==> config.mk <==
export PLATFORM = sky130hd
export DESIGN_NAME = ecc_scrub_ctrl_flat
export DESIGN_NICKNAME = d
export VERILOG_FILES = /design/src/rtl/ecc_scrub_ctrl_pkg.sv /design/src/rtl/ecc_scrub_ctrl_if.sv /design/src/rtl/ecc_scrub_ctrl_timer.sv /design/src/rtl/ecc_scrub_ctrl.sv /design/src/flat_wrapper.sv
export SDC_FILE = /design/constraint.sdc
export NUM_CORES = 1
export LEC_CHECK = 0
export ABC_AREA = 1
export CAP_MARGIN = 20
export CELL_PAD_IN_SITES_DETAIL_PLACEMENT = 0
export CELL_PAD_IN_SITES_GLOBAL_PLACEMENT = 1
export CORE_MARGIN = 5
export CORE_UTILIZATION = 34
export DETAILED_ROUTE_END_ITERATION = 8
export PLACE_DENSITY_LB_ADDON = 0.25
export SYNTH_ARGS = -nofsm -noshare
export SYNTH_HDL_FRONTEND = slang
export SYNTH_SLANG_ARGS = --single-unit
==> constraint.sdc <==
create_clock -name clk -period 1.54 [get_ports clk]
set_input_delay 0.308 -clock clk [delete_from_list [all_inputs] [get_ports clk]]
set_output_delay 0.308 -clock clk [all_outputs]
set_load 0.01 [all_outputs]
==> src/rtl/ecc_scrub_ctrl_pkg.sv <==
// Shared definitions for the ECC scrub controller and the memory words it serves.
package ecc_scrub_ctrl_pkg;

  // Data word width shared with ecc_mem_word.
  localparam int WORD_W = 20;

  // Controller states.
  typedef enum logic [2:0] {
    IDLE,
    ACCESS,
    RESP,
    SCRUB,
    WB
  } state_t;

endpackage

==> src/rtl/ecc_scrub_ctrl_if.sv <==
// CPU access bus of the scrub controller: request/ready handshake plus data.
interface ecc_scrub_ctrl_if
  import ecc_scrub_ctrl_pkg::*;
#(
  parameter int WIDTH  = WORD_W,
  parameter int ADDR_W = 8
) ();

  logic              cpu_req;
  logic              cpu_we;
  logic [ADDR_W-1:0] cpu_addr;
  logic [WIDTH-1:0]  cpu_wdata;
  logic [WIDTH-1:0]  cpu_rdata;
  logic              cpu_ready;
  logic              cpu_err;

  // Requester side.
  modport master (
    output cpu_req, cpu_we, cpu_addr, cpu_wdata,
    input  cpu_rdata, cpu_ready, cpu_err
  );

  // Controller side.
  modport slave (
    input  cpu_req, cpu_we, cpu_addr, cpu_wdata,
    output cpu_rdata, cpu_ready, cpu_err
  );

endinterface

==> src/rtl/ecc_scrub_ctrl_timer.sv <==
// Scrub-request timer: INTERVAL-cycle down-counter that raises a sticky
// scrub_pend flag on each expiry; the flag clears when the scrub starts.
module ecc_scrub_timer #(
  parameter int INTERVAL = 1024
) (
  input  logic clk,
  input  logic rst_n,
  input  logic clr,
  output logic scrub_pend
);

  localparam int CW = (INTERVAL > 1) ? $clog2(INTERVAL) : 1;
  localparam logic [CW-1:0] RELOAD = CW'(INTERVAL - 1);

  logic [CW-1:0] cnt;
  logic          tick;

  assign tick = (cnt == '0);

  // Count down, reload on expiry, and track a single pending scrub request.
  always_ff @(posedge clk or negedge rst_n) begin
    if (!rst_n) begin
      cnt        <= RELOAD;
      scrub_pend <= 1'b0;
    end else begin
      // NOTE: non-blocking assignments so every register samples pre-edge values.
      cnt        <= tick ? RELOAD : cnt - CW'(1);
      // Entering SCRUB wins over a coincident tick; extra ticks are not counted.
      scrub_pend <= clr ? 1'b0 : (scrub_pend | tick);
    end
  end

endmodule

==> src/rtl/ecc_scrub_ctrl.sv <==
// ECC scrub controller: serves single-word CPU reads/writes into an array of
// voting memory words and, when idle, walks the array writing back any word
// that reports an error. Each write-back bumps a saturating repair counter.
module ecc_scrub_ctrl
  import ecc_scrub_ctrl_pkg::*;
#(
  parameter int WIDTH    = WORD_W,
  parameter int ADDR_W   = 8,
  parameter int DEPTH    = 256,
  parameter int INTERVAL = 1024,
  parameter int CNT_W    = 16
) (
  input  logic              clk,
  input  logic              rst_n,
  ecc_scrub_ctrl_if.slave   cpu,
  output logic [ADDR_W-1:0] mem_addr,
  output logic              mem_we,
  output logic [WIDTH-1:0]  mem_wdata,
  input  logic [WIDTH-1:0]  mem_rdata,
  input  logic              mem_err,
  output logic [CNT_W-1:0]  repair_cnt,
  output logic [ADDR_W-1:0] scrub_ptr
);

  localparam logic [ADDR_W-1:0] LAST_ADDR = ADDR_W'(DEPTH - 1);

  state_t            state, state_next;
  logic              scrub_pend;
  logic              scrub_clr;
  logic [WIDTH-1:0]  rdata_q;
  logic              err_q;
  logic [ADDR_W-1:0] err_addr;
  logic [WIDTH-1:0]  wb_data;

  ecc_scrub_timer #(
    .INTERVAL (INTERVAL)
  ) u_timer (
    .clk        (clk),
    .rst_n      (rst_n),
    .clr        (scrub_clr),
    .scrub_pend (scrub_pend)
  );

  assign cpu.cpu_rdata = rdata_q;
  assign cpu.cpu_err   = err_q;

  // State register.
  always_ff @(posedge clk or negedge rst_n) begin
    if (!rst_n) state <= IDLE;
    else        state <= state_next;
  end

  // Next-state logic and memory/CPU strobes.
  always_comb begin
    // NOTE: every output gets a default first so no branch can infer a latch.
    state_next    = state;
    mem_addr      = scrub_ptr;
    mem_we        = 1'b0;
    mem_wdata     = '0;
    cpu.cpu_ready = 1'b0;
    scrub_clr     = 1'b0;
    case (state)
      IDLE: begin
        if (cpu.cpu_req) begin
          state_next = ACCESS;
        end else if (scrub_pend) begin
          state_next = SCRUB;
          scrub_clr  = 1'b1;
        end
      end
      ACCESS: begin
        mem_addr   = cpu.cpu_addr;
        mem_we     = cpu.cpu_we;
        mem_wdata  = cpu.cpu_wdata;
        state_next = RESP;
      end
      RESP: begin
        cpu.cpu_ready = 1'b1;
        state_next    = err_q ? WB : IDLE;
      end
      SCRUB: begin
        mem_addr   = scrub_ptr;
        state_next = mem_err ? WB : IDLE;
      end
      WB: begin
        mem_addr   = err_addr;
        mem_we     = 1'b1;
        mem_wdata  = wb_data;
        state_next = IDLE;
      end
      default: state_next = IDLE;
    endcase
  end

  // Datapath: capture read results, pick the write-back source, advance the
  // scrub pointer and count repairs.
  always_ff @(posedge clk or negedge rst_n) begin
    if (!rst_n) begin
      // NOTE: datapath registers are reset as well so every output reads 0 in reset.
      rdata_q    <= '0;
      err_q      <= 1'b0;
      err_addr   <= '0;
      wb_data    <= '0;
      scrub_ptr  <= '0;
      repair_cnt <= '0;
    end else begin
      case (state)
        ACCESS: begin
          rdata_q  <= mem_rdata;
          err_q    <= mem_err & ~cpu.cpu_we;
          err_addr <= cpu.cpu_addr;
          wb_data  <= mem_rdata;
        end
        SCRUB: begin
          wb_data   <= mem_rdata;
          err_addr  <= scrub_ptr;
          scrub_ptr <= (scrub_ptr == LAST_ADDR) ? '0 : scrub_ptr + ADDR_W'(1);
        end
        WB: begin
          if (repair_cnt != '1) repair_cnt <= repair_cnt + CNT_W'(1);
        end
        default: ;
      endcase
    end
  end

endmodule
==> src/flat_wrapper.sv <==
// flat-port wrapper written by rule: the top's interface ports become plain ports
module ecc_scrub_ctrl_flat import ecc_scrub_ctrl_pkg::*;
#(
  parameter int WIDTH    = WORD_W,
  parameter int ADDR_W   = 8,
  parameter int DEPTH    = 256,
  parameter int INTERVAL = 1024,
  parameter int CNT_W    = 16
)
  (clk, rst_n, mem_addr, mem_we, mem_wdata, mem_rdata, mem_err, repair_cnt, scrub_ptr, cpu_cpu_req, cpu_cpu_we, cpu_cpu_addr, cpu_cpu_wdata, cpu_cpu_rdata, cpu_cpu_ready, cpu_cpu_err);
  ecc_scrub_ctrl_if #(.WIDTH(WIDTH), .ADDR_W(ADDR_W)) cpu_i ();
  input  logic clk;
  input  logic rst_n;
  output logic [ADDR_W-1:0] mem_addr;
  output logic mem_we;
  output logic [WIDTH-1:0] mem_wdata;
  input  logic [WIDTH-1:0] mem_rdata;
  input  logic mem_err;
  output logic [CNT_W-1:0] repair_cnt;
  output logic [ADDR_W-1:0] scrub_ptr;
  input wire logic [$bits(cpu_i.cpu_req)-1:0] cpu_cpu_req;
  input wire logic [$bits(cpu_i.cpu_we)-1:0] cpu_cpu_we;
  input wire logic [$bits(cpu_i.cpu_addr)-1:0] cpu_cpu_addr;
  input wire logic [$bits(cpu_i.cpu_wdata)-1:0] cpu_cpu_wdata;
  output wire logic [$bits(cpu_i.cpu_rdata)-1:0] cpu_cpu_rdata;
  output wire logic [$bits(cpu_i.cpu_ready)-1:0] cpu_cpu_ready;
  output wire logic [$bits(cpu_i.cpu_err)-1:0] cpu_cpu_err;
  assign cpu_i.cpu_req = cpu_cpu_req;
  assign cpu_i.cpu_we = cpu_cpu_we;
  assign cpu_i.cpu_addr = cpu_cpu_addr;
  assign cpu_i.cpu_wdata = cpu_cpu_wdata;
  assign cpu_cpu_rdata = cpu_i.cpu_rdata;
  assign cpu_cpu_ready = cpu_i.cpu_ready;
  assign cpu_cpu_err = cpu_i.cpu_err;
  ecc_scrub_ctrl #(.WIDTH(WIDTH), .ADDR_W(ADDR_W), .DEPTH(DEPTH), .INTERVAL(INTERVAL), .CNT_W(CNT_W)) u_core (.clk(clk), .rst_n(rst_n), .cpu(cpu_i), .mem_addr(mem_addr), .mem_we(mem_we), .mem_wdata(mem_wdata), .mem_rdata(mem_rdata), .mem_err(mem_err), .repair_cnt(repair_cnt), .scrub_ptr(scrub_ptr));
endmodule
==> results of run 1 <==
[routing by layer]
layer | part of all wire | GRT usage
met3 | 0.063 | 0.0625
met2 | 0.48 | 0.278
met4 | 0.017 | 0.0441
met5 | 0 | 0
met1 | 0.44 | 0.206
[sequential cells by signal, summed over array words and instances (netlist names)]
signal and cells:
u_core.cpu.cpu_rdata 20, u_core.wb_data 20, u_core.repair_cnt 16, u_core.u_timer.cnt 10
u_core.err_addr 8, u_core.scrub_ptr 8, u_core.state 3, u_core.cpu.cpu_err 1
u_core.u_timer.scrub_pend 1
[per-stage QoR]
step / cells / util / setup slack, ps / cell area, sq um
2_1_floorplan: 497 / - / 34.2 / 4210
3_3_place_gp: 832 / 0.505 / -441 / 6100
3_5_place_dp: 832 / 0.505 / -488 / 6100
4_1_cts: 863 / 0.526 / -309 / 6350
5_1_grt: 866 / 0.543 / -398 / 6550
6_report: 866 / 0.543 / -331 / 6550
[what timing repair did]
action	4_1_cts	5_1_grt
cloned	0	3
resized for setup	191	35
endpoints found under the setup margin	91	66
hold buffers	1	0
hold endpoints to repair	14	0
pin swaps	3	12
buffers inserted	15	1
[area by class of cell]
class                      count  area, sq um
multi-input combinational    332         1880
clock buffer                  14          254
inverter                      62          250
timing repair buffer         202         1760
clock inverter                 1         5.00
sequential                    87         2190
tap                          168          210
fill                        1152         5520
[cell usage after synthesis]
cell type	number
o211ai_1	6
o21ai_0	57
xnor2_1	5
nand3_1	14
nand2_4	2
nor3_1	4
o21ai_1	1
buf_2	5
a22o_1	21
o21ai_4	1
ha_1	3
xor2_1	9
dfstp_2	10
a21oi_1	2
inv_1	58
o21ai_2	1
dfrtp_1	77
nand3b_1	2
nand2_2	4
nor2_1	32
o221ai_1	10
clkbuf_1	8
nand4_1	7
inv_2	4
nor2_2	4
buf_6	4
nand2_1	146
[cell families after synthesis]
group,synth area share
AND/OR/NAND/NOR,0.211
AO/OA/AOI/OAI,0.152
flip-flops,0.520
buffers and inverters,0.0790
XOR/XNOR,0.0291
adder cells (fa/ha/maj),0.00891
[critical path, delay by kind of cell, from the launching register on]
kind	cells	cell delay [ps]
DFF	1	440
buffers and inverters	2	330
and+or+nand+nor	2	250
AOI/OAI and AO/OA	1	190
[how the worst max path moves through the flow]
stage / start / end / cells past startpoint
global route: u_core.state[0] / mem_addr[3] / 5
detailed placement: u_core.state[0] / mem_addr[3] / 6
global placement: u_core.state[0] / mem_addr[3] / 6
CTS: u_core.state[2] / mem_wdata[0] / 6
finish: u_core.state[0] / mem_addr[3] / 5
floorplan: u_core.state[2] / mem_addr[0] / 9
[where the power goes]
part	leakage (nW)	switching [mW]	internal (mW)
combinational	2.04	2.50	2.22
clock	0.127	0.851	1.13
sequential	1.09	0.449	3.04
==> reports/qor.csv, run 1 <==
metric,value,unit
status,"finished, violations left",
failing checks,negative setup slack,
vias after detailed routing,4012,
row cnt,40,
Worst Hold Class,input pin to async pin,
setup TNS,-9180,ps
Cell Pwr Density,1560,mW/mm^2
initial antenna violation count,0,
Die Wd,121,um
first-pass GRT wire length,19700,um
Final Max Tran Viols,0,
Slew headroom,0.724,
total of max-cap violations,0,
clk_lat worst skew,340,ps
Synth cell types,27,
pin count of the biggest net entering global routing,45,
post-route DRC violation count,0,
Slew @ Worst Pin,414,ps
WHS,412,ps
Pleak,3.25,nW
"leading cell type in the layout, fill and taps excluded",nand2_1,
ant diodes,0,
Starting Density,0.349,
worst-case clock buffer depth,2,
top post-synthesis cells by area,"dfrtp_1 (46%), nand2_1 (13%), o21ai_0 (6.8%)",
fin worst setup slack,-331,ps
unrepaired setup endpoints after global routing,yes,
R2R setup slack,-290,ps
DRT Wirelength,12200,um
most frequent cells in the layout,"nand2_1 (133), dfrtp_1 (75), buf_4 (63)",
vias in the first global route,4071,
DR vias/cell,4.63,
critical path cell sequence,"nor2_4, nand2_4, buf_6, o221ai_4, buf_2",
Crit. End Element,primary output,
Layout Nets,750,
required time worst endpoint,1230,ps
First DRT Iteration DRCs,222,
number of port buffers,127,
# IOs,128,
All-Layer GR Usage,0.168,
total power,10.2,mW
cell type with the largest total area after synthesis,dfrtp_1,
CTS Root Cell,clkbuf_16,
Die Y,121,um
WL/cell,14.1,um
Area Overhead vs Synth,55.3,%
crit path time final,1870,ps
r2r startpoint,u_core.state[0],
worst endpoint data arrival time,1560,ps
Final ANT Viol Nets,0,
Worst Skew,7.21,ps
Final GP Congestion,0.849,
Core ar.,0.0121,sq mm
Synth Instances,497,
Worst-path clk slew,60,ps
CP Max Fanout,7,
Syn Nets,553,
Worst R2R Path Depth,13,
final setup fails,34,
Mapped Area,0.00421,sq mm
Mapped Avg Cell Area,8.48,sq um
Clock Sinks,87,
Die Area,0.0147,sq mm
CP max stage delay,440,ps
CTS tree,done,
DP HPWL,8960,um
iteration count of the initial detailed-routing pass,4,
Yosys reg bits,87,
Startpoint Class,flip-flop,
Worst R2R End,u_core.state[1],
share of the synthesized area in the top cell type,0.457,
Fmax,535,MHz
TritonCTS buffer count,9,
Final period util,1.21,
htree depth,3,
"Hold Violations, Final",0,
CP max stage cell,dfrtp_2,
share of the yosys chip area belonging to registers,0.520,
remaining global-route overflow,0,
critical path class,flip-flop to primary output,
share of cells above drive strength 1,0.246,
maximum vdd drop,0.790,mV
Yosys warnings,0,
Note: power is estimated with default switching activity, not from simulation.
==> run 2: changes to the inputs <==
- SETUP_SLACK_MARGIN: unset -> 0.05
==> reports/qor.csv, run 2 (same netlist as run 1, synthesis figures left out) <==
metric,value,unit,change
Starting Density,0.349,,unchanged
Worst Skew,6.71,ps,-0.499 ps
setup TNS,-12770,ps,-3600 ps
CP Max Fanout,11,,+4
CTS tree,done,,
critical path cell sequence,"buf_6, nand2_4, inv_4, nand2_4, inv_8, buf_12, a22o_1, buf_2",,
worst-case clock buffer depth,2,,unchanged
Die Area,0.0147,sq mm,unchanged
First DRT Iteration DRCs,189,,-15%
Slew @ Worst Pin,418,ps,+4.45 ps
Die Wd,121,um,unchanged
vias in the first global route,4150,,+1.9%
CP max stage delay,420,ps,-20 ps
most frequent cells in the layout,"nand2_1 (137), dfrtp_1 (77), buf_4 (64)",,
failing checks,negative setup slack,,
critical path's most frequent cell,nand2_4,,
CTS Root Cell,clkbuf_16,,
post-route DRC violation count,0,,unchanged
Cell Pwr Density,1570,mW/mm^2,+1.0%
CP max stage cell,dfrtp_1,,
TritonCTS buffer count,9,,unchanged
switching part of the total,0.361,,-0.0120
Final Max Tran Viols,0,,unchanged
Core ar.,0.0121,sq mm,unchanged
status,"finished, violations left",,
Slew headroom,0.721,,-0.00297
Pleak,3.23,nW,-0.82%
NetSw,3.79,mW,-0.26%
"leading cell type in the layout, fill and taps excluded",nand2_1,,
internal power,6.72,mW,+5.0%
DRT Wirelength,12400,um,+1.8%
Final ANT Viol Nets,0,,unchanged
DP HPWL,9190,um,+2.6%
R2R setup slack,-160,ps,+130 ps
"Hold Violations, Final",0,,unchanged
r2r startpoint,u_core.state[0],,
initial antenna violation count,0,,unchanged
# IOs,128,,unchanged
Final period util,1.25,,+0.0374
Die Y,121,um,unchanged
remaining global-route overflow,0,,unchanged
Area Overhead vs Synth,58.5,%,
vias after detailed routing,4039,,+0.67%
pin count of the biggest net entering global routing,45,,unchanged
All-Layer GR Usage,0.175,,+0.00719
required time worst endpoint,1230,ps,about the same
iteration count of the initial detailed-routing pass,4,,unchanged
total power,10.5,mW,+3.1%
Clock Sinks,87,,unchanged
number of port buffers,127,,unchanged
DR vias/cell,4.62,,-0.36%
Worst-path clk slew,70,ps,about the same
Crit. End Element,primary output,,
crit path time final,1930,ps,+57.7 ps
critical path class,flip-flop to primary output,,
ant diodes,0,,unchanged
first-pass GRT wire length,20400,um,+3.3%
htree depth,3,,unchanged
Logic pwr share,0.443,,-0.020
worst endpoint data arrival time,1620,ps,+60 ps
Worst R2R End,u_core.scrub_ptr[5],,
clock network power share,0.225,,+0.031
final setup fails,46,,+35%
Worst Hold Class,input pin to async pin,,
clk_lat worst skew,350,ps,about the same
Fmax,519,MHz,-3.0%
Worst R2R Path Depth,9,,-4
Final GP Congestion,0.871,,+2.6%
Startpoint Class,flip-flop,,
maximum vdd drop,0.897,mV,+14%
row cnt,40,,unchanged
unrepaired setup endpoints after global routing,yes,,
total of max-cap violations,0,,unchanged
fin worst setup slack,-388,ps,-57.7 ps
Layout Nets,758,,+1.1%
share of cells above drive strength 1,0.252,,+0.00535
Seq pwr share,0.332,,-0.011
WL/cell,14.2,um,+0.73%
run 2: worst max-delay path by stage:
| stage | startpoint | to | cells past startpoint |
|---|---|---|---|
| final | u_core.state[0] | mem_wdata[15] | 8 |
| after global routing | u_core.state[0] | mem_wdata[4] | 8 |
| after CTS | u_core.state[0] | mem_addr[0] | 8 |
| after detailed placement | u_core.state[2] | mem_addr[3] | 5 |
| after global placement | u_core.state[2] | mem_addr[2] | 5 |
| after floorplan | u_core.state[0] | mem_addr[4] | 6 |
run 2: area by class of cell:
class                      instances  area [sq um]
inverter                          62           248
fill                            1143          5380
clock buffer                      10           239
tap                              168           210
sequential                        87          2190
multi-input combinational        331          1810
timing repair buffer             211          1900
clock inverter                     6          83.8
run 2: layer usage:
layer  GRT usage  vias to the layer above  part of all wire
li1            -                     2030                 -
met1       0.216                     1897              0.43
met2       0.289                       96              0.49
met3      0.0578                       16             0.063
met4      0.0560                        0             0.016
met5           0                        -                 0
run 2: power by group through the flow:
stage / Clock (mW) / Sequential, mW / Combinational (mW)
global route: 2.52 / 3.58 / 5.19
CTS: 2.43 / 3.49 / 4.57
finish: 2.36 / 3.49 / 4.65
global placement: 0 / 3.49 / 4.63
floorplan: 0 / 3.61 / 1.95
detailed placement: 0 / 3.51 / 4.70
run 2: what timing repair did:
| item | CTS | global route |
|---|---|---|
| resized for setup | 191 | 44 |
| pin swaps | 5 | 9 |
| cloned | 2 | 0 |
| endpoints found under the hold margin | 14 | 0 |
| setup buffers | 10 | 4 |
| setup endpoints to repair | 107 | 88 |
| hold buffers | 1 | 0 |
run 2: critical path, delay by kind of cell, from the launching register on:
family / cells / cell delay (ps)
buffers and inverters: 5 / 520
AND/OR/NAND/NOR: 2 / 140
flip-flops: 1 / 420
AO/OA/AOI/OAI: 1 / 180
run 2: through the flow:
stage          utilization  hold WS [ps]  area [sq um]  std cells  setup slack (ps)
2_1_floorplan            -          12.4          4220        497              47.8
3_3_place_gp         0.512           268          6180        844              -394
3_5_place_dp         0.512           265          6180        844              -467
4_1_cts              0.542           435          6540        872              -399
5_1_grt              0.554           457          6680        875              -476
6_report             0.554           438          6680        875              -388
